--- config.mk ---
export PLATFORM = sky130hd
export DESIGN_NAME = counter_modn
export DESIGN_NICKNAME = d
export VERILOG_FILES = /design/src/rtl/counter_modn.sv
export SDC_FILE = /design/constraint.sdc
export NUM_CORES = 1
export LEC_CHECK = 0
export CELL_PAD_IN_SITES_DETAIL_PLACEMENT = 1
export CELL_PAD_IN_SITES_GLOBAL_PLACEMENT = 1
export CORE_AREA = 2 2 39 41
export DETAILED_ROUTE_END_ITERATION = 10
export DIE_AREA = 0 0 41 43
export GPL_TIMING_DRIVEN = 0
export PLACE_DENSITY = 0.83
export SETUP_SLACK_MARGIN = 0.02
export SYNTH_ARGS = -nofsm -noshare
export SYNTH_HDL_FRONTEND = slang
export SYNTH_SLANG_ARGS = --single-unit
--- constraint.sdc ---
create_clock -name C -period 4.5 [get_ports C]
set_clock_uncertainty 0.2 [all_clocks]
set_input_delay 1.35 -clock C [delete_from_list [all_inputs] [get_ports C]]
set_output_delay 1.35 -clock C [all_outputs]
set_load 0.01 [all_outputs]
--- src/rtl/counter_modn.sv ---
// rtl/counter_modn.sv - modulo-N counter with clear, clamped load, cascade enable and wrap pulse.
// Define COUNTER_MODN_UPDOWN_EN to honour UP; otherwise the block counts up only.
module counter_modn #(
  parameter int WIDTH   = 4,
  parameter int MODULUS = 10
) (
  input  logic             C,
  input  logic             CLR_N,
  input  logic             CE,
  input  logic             SCLR,
  input  logic             L,
  input  logic [WIDTH-1:0] D,
  input  logic             UP,
  output logic [WIDTH-1:0] Q,
  output logic             TC,
  output logic             CEO,
  output logic             WRAP
);

  localparam logic [WIDTH-1:0] MAX_C = WIDTH'(MODULUS - 1);

  logic [WIDTH-1:0] q_d, q_q;
  logic             wrap_d, wrap_q;
  logic [WIDTH-1:0] step_w;
  logic             at_end_w;

`ifdef COUNTER_MODN_UPDOWN_EN
  always_comb begin
    if (UP) begin
      at_end_w = (q_q == MAX_C);
      step_w   = at_end_w ? '0 : q_q + WIDTH'(1);
    end else begin
      at_end_w = (q_q == '0);
      step_w   = at_end_w ? MAX_C : q_q - WIDTH'(1);
    end
  end
`else
  logic unused_up;
  assign unused_up = UP;

  always_comb begin
    at_end_w = (q_q == MAX_C);
    step_w   = at_end_w ? '0 : q_q + WIDTH'(1);
  end
`endif

  // Wrap is flagged only for a real count step, never for load or clear.
  always_comb begin
    q_d    = q_q;
    wrap_d = 1'b0;
    if (SCLR) begin
      q_d = '0;
    end else if (L) begin
      q_d = (D > MAX_C) ? MAX_C : D;
    end else if (CE) begin
      q_d    = step_w;
      wrap_d = at_end_w;
    end
  end

  always_ff @(posedge C or negedge CLR_N) begin
    if (!CLR_N) begin
      q_q    <= '0;
      wrap_q <= 1'b0;
    end else begin
      q_q    <= q_d;
      wrap_q <= wrap_d;
    end
  end

  assign Q    = q_q;
  assign WRAP = wrap_q;
  assign TC   = CLR_N & at_end_w;
  assign CEO  = TC & CE;

endmodule
# Word-level counts from Yosys, hierarchy flattened

Index checks and enable logic that the tools add are counted.
W data, S select, Z words.

Shift-type cells: 0
Muxes and demuxes: 8
Bitwise logic cells: 2
Reduce and logical (&&, ||, !) cells: 1
$lt $le $gt $ge: 1
$mul: 0
Eq/ne operators: 1
Add/subtract/negate cells: 1
Div/mod/pow operators: 0

Operators with widths:

| operator              | count |
|---|---|
| $mux W4               | 5 |
| $add A4 B1 Y4 const B | 1 |
| $eq A4 B4 Y1 const B  | 1 |
| $gt A4 B4 Y1 const B  | 1 |
| $mux W1               | 3 |
| $reduce_bool A3 Y1    | 1 |
| $and A1 B1 Y1         | 2 |

Memories kept: 0
Word-level logic and storage cells: 16
Bits in registers: 5
Latch bits: 0
Bits of input ports: 10
RAM bits: 0
Memory bits (read-only): 0

# Depth between registers and ports, before layout

Gate-level depths: netlist of run 1.

Word-level depth: 5
Mapped depth: 5
Gate-level depth less buffers: 5

# Worst setup path after synthesis of run 1

No wires, ideal clock.

Path kind: input to output
From: input port CE
To: output port CEO
Required time: 2.950 ns
Data arrival time: 1.545 ns
Setup slack: 1.405 ns
Stages: 1
Cell sequence: and3_2

Cells in the longest elaborated chain, start to end: 1

Ends and longest elaborated chain:

| element         | line | source |
|---|---|---|
| start, declared | 9    | `input logic CE,` |
| $and A1 B1 Y1   | 74   | `assign CEO = TC & CE;` |
| end, declared   | 16   | `output logic CEO,` |

No other way between the ends.

# Worst setup path after layout of run 1

From: input port CLR_N
To: output port CEO

Cells in the longest elaborated chain, start to end: 2

Ends and longest elaborated chain:

| element         | line | source |
|---|---|---|
| start, declared | 8    | `input logic CLR_N,` |
| $and A1 B1 Y1   | 73   | `assign TC = CLR_N & at_end_w;` |
| $and A1 B1 Y1   | 74   |  |

No other way between the ends.

==> results of run 1 <==
==> per-stage QoR <==
step / total power [uW] / std cells / area [sq um] / worst slack (ns) / utilization (%)
2_1_floorplan: 64.7 / 37 / 338 / 1.41 / -
3_3_place_gp: 81.7 / 67 / 498 / 0.213 / 36.0
3_5_place_dp: 83.0 / 67 / 498 / 0.167 / 36.0
4_1_cts: 137 / 71 / 524 / 0.167 / 37.9
5_1_grt: 143 / 71 / 524 / 0.126 / 37.9
6_report: 135 / 71 / 524 / 0.207 / 37.9
==> placed cells by master (no fill, tap or decap), drive strengths merged <==
cell type      instances
a21boi                 1
a21oi                  4
a221oi                 4
and2                   1
and3                   1
and4b                  1
clkbuf                 5
clkdlybuf4s50         14
dfrtp                  5
ha                     2
inv                    3
nand2                  4
nand3b                 3
nor2                   1
nor2b                  1
nor4                   1
o21ai                  3
or3b                   1
==> cell usage after synthesis <==
library cell / number / area (sq um)
clkbuf_1: 1 / 3.75
a21oi_1: 4 / 20.0
nor4_1: 1 / 6.26
dfrtp_1: 5 / 125
nand3b_1: 3 / 22.5
or3b_1: 1 / 8.76
nand2_1: 3 / 11.3
and4b_1: 1 / 10.0
a221oi_2: 1 / 15.0
a221oi_1: 3 / 26.3
inv_1: 3 / 11.3
nand2_2: 1 / 6.26
and2_1: 1 / 6.26
ha_1: 2 / 25.0
nor2b_1: 1 / 6.26
nor2_1: 1 / 3.75
a21boi_0: 1 / 7.51
and3_2: 1 / 7.51
o21ai_0: 3 / 15.0
==> registers in the layout, summed over array words and instances (netlist names) <==
signal  count
Q           4
WRAP        1
==> power groups by stage <==
stage / sequential, uW / combinational, uW / clock (uW)
finish: 52.2 / 30.0 / 52.4
global route: 53.0 / 32.6 / 57.3
CTS: 52.3 / 30.3 / 54.2
detailed placement: 52.8 / 30.2 / 0
global placement: 52.7 / 29.1 / 0
floorplan: 53.0 / 11.7 / 0
==> metal layers <==
layer | vias up | part of all wire (%) | global-route usage, %
li1 | 173 | - | -
met1 | 170 | 40 | 15.7
met2 | 14 | 55 | 21.9
met3 | 0 | 5.3 | 1.57
met4 | 0 | 0 | 8.00
met5 | - | 0 | 0
==> worst max-delay path, stage by stage <==
cell	delay [ns]
clkdlybuf4s50_1	0.64
and3_2	0.23
clkdlybuf4s50_1	0.53
==> how the worst max path moves through the flow <==
stage          slack [ns]  depth (start not counted)   to  startpoint
2_1_floorplan        1.41                          1  CEO          CE
3_3_place_gp         0.21                          3  CEO       CLR_N
3_5_place_dp         0.17                          3  CEO       CLR_N
4_1_cts              0.17                          3  CEO       CLR_N
5_1_grt              0.13                          3  CEO       CLR_N
6_report             0.21                          3  CEO       CLR_N
==> logic make-up after synthesis <==
family	count (synthesis)
compound gates	12
fa+ha+maj	2
buf+inv	4
flops	5
simple gates	14
==> layout make-up <==
class | count | area, sq um
buffer | 1 | 3.75
inverter | 3 | 11.3
sequential | 5 | 125
multi-input combinational | 28 | 198
timing repair buffer | 14 | 140
fill | 172 | 860
clock buffer | 4 | 26.3
tap | 16 | 20.0
==> flow_metrics.py, run 1 <==
metrics = {
    "outcome": {
        "run_status": "complete, no violations",
    },
    "yosys": {
        "synth_seq_area_share_pct": 37.0,
        "yosysUniqueCellTypes": 19,
        "ys_ff_latch": 5,
        "yosys.area_share.simple_pct": 26.3,
        "synth_nets": 49,
        "synth_compound_area_share_pct": 24.8,
        "synth_top_family_by_area": "simple AND/OR/NAND/NOR gates",
        "netlist_area_sq_um": 338,
        "syn_inst": 37,
        "post_synth.cell_area_avg_sq_um": 9.13,
        "synthAdderAreaFrac_pct": 7.41,
        "synthMuxAreaShare_pct": 0,
        "synthXorXnorAreaFrac_pct": 0,
        "yosys_warnings": 0,
    },
    "clock_tree": {
        "cts_setup_buffers": 0,
        "cts_resized": 0,
        "cts_tree": "yes",
        "clk_latency_ns": 0.24,
        "cts_made_buffers": 3,
        "clk_pin_slew_worst_paths_ns": 0.04,
        "clkSinkCount": 5,
        "clk_path_buf_depth": 2,
        "cts_hold_buffers": 0,
        "htree_levels": 1,
        "cts_root_buffer": "clkbuf_4",
    },
    "worst_setup_path": {
        "cp-start-kind": "primary input",
        "crit_required_ns": 2.95,
        "worstPathArrival_ns": 2.74,
        "rrSetupSlack_ns": 2.79,
        "reg2reg_depth": 4,
        "rr_endpoint": "Q[2]$_DFFE_PN0P_",
        "crit_path_max_fanout": 7,
        "worstSetupPathType": "primary input to output port",
        "reg2reg_from": "Q[0]$_DFFE_PN0P_",
        "cp-end-kind": "output port",
    },
    "cells_and_area": {
        "layout-drive-gt1-share_pct": 10.9,
        "syn_to_final_growth_pct": 55.2,
        "nNetsFinal": 68,
        "antenna_cells": 0,
    },
    "sta": {
        "rsz0062_at_grt": "no",
        "slew-limit-headroom_pct": 71.7,
        "fin_tns_setup_ns": 0,
        "slew_violations": 0,
        "tightest_slew_ns": 0.425,
        "finalHoldViolCount": 0,
        "period_needed_ns": 4.29,
        "setup_violations": 0,
        "hold_slack_ns": 0.477,
        "fmaxAchievable_mhz": 233,
        "fin_crit_sh_pct": 95.4,
    },
    "grt": {
        "grt_pass1_wl_um": 1590,
        "gr-total-overflow": 0,
        "grt_max_degree": 10,
        "track_usage_pct": 13.4,
        "grt_pass1_vias": 380,
        "antenna_found_initial": 0,
    },
    "floorplanning": {
        "die_w_um": 41,
        "core_area_sq_mm": 0.00138,
        "pin_count": 17,
        "rows": 14,
        "die_h_um": 43,
        "dieArea_sq_mm": 0.00176,
        "initial_core_util_pct": 24.4,
    },
    "power": {
        "ir_drop_uv": 136,
        "powerDensity_mw_per_mm2": 257,
        "seqPwrFrac_pct": 38.8,
        "clock_power_share_pct": 38.9,
        "combPwrFrac_pct": 22.3,
        "power.leakage_uw": 0.000217,
        "p_sw_uw": 36.6,
        "swShare_pct": 27.1,
        "power_report.internal_total_uw": 98.2,
    },
    "job": {
        "cap_violations": 0,
    },
    "min_path": {
        "hold_end": "Q[2]$_DFFE_PN0P_",
        "min_from": "Q[2]$_DFFE_PN0P_",
        "hp-class": "flop to flop",
        "hold_depth": 2,
    },
    "routing": {
        "dr.pass1.iters": 3,
        "first_iter_violations": 11,
        "wl_per_cell_um": 14.1,
        "vias": 357,
        "ant_nets": 0,
        "wl_um": 1000,
        "drc": 0,
        "vias_per_cell": 5.03,
    },
    "placement": {
        "hpwl_um": 788,
        "portBuffers": 14,
        "gp_congestion": 0.697,
    },
}
(Power assumes the default switching activity.)
==> run 2: changes to the inputs <==
--- a/config.mk
+++ b/config.mk
@@ -8,6 +8,7 @@
 export CELL_PAD_IN_SITES_DETAIL_PLACEMENT = 1
 export CELL_PAD_IN_SITES_GLOBAL_PLACEMENT = 1
 export CORE_AREA = 2 2 39 41
+export CTS_CLUSTER_DIAMETER = 100
 export DETAILED_ROUTE_END_ITERATION = 10
 export DIE_AREA = 0 0 41 43
 export GPL_TIMING_DRIVEN = 0
==> results of run 2 <==
Final layout, timing and power as in run 1 (identical DEF).
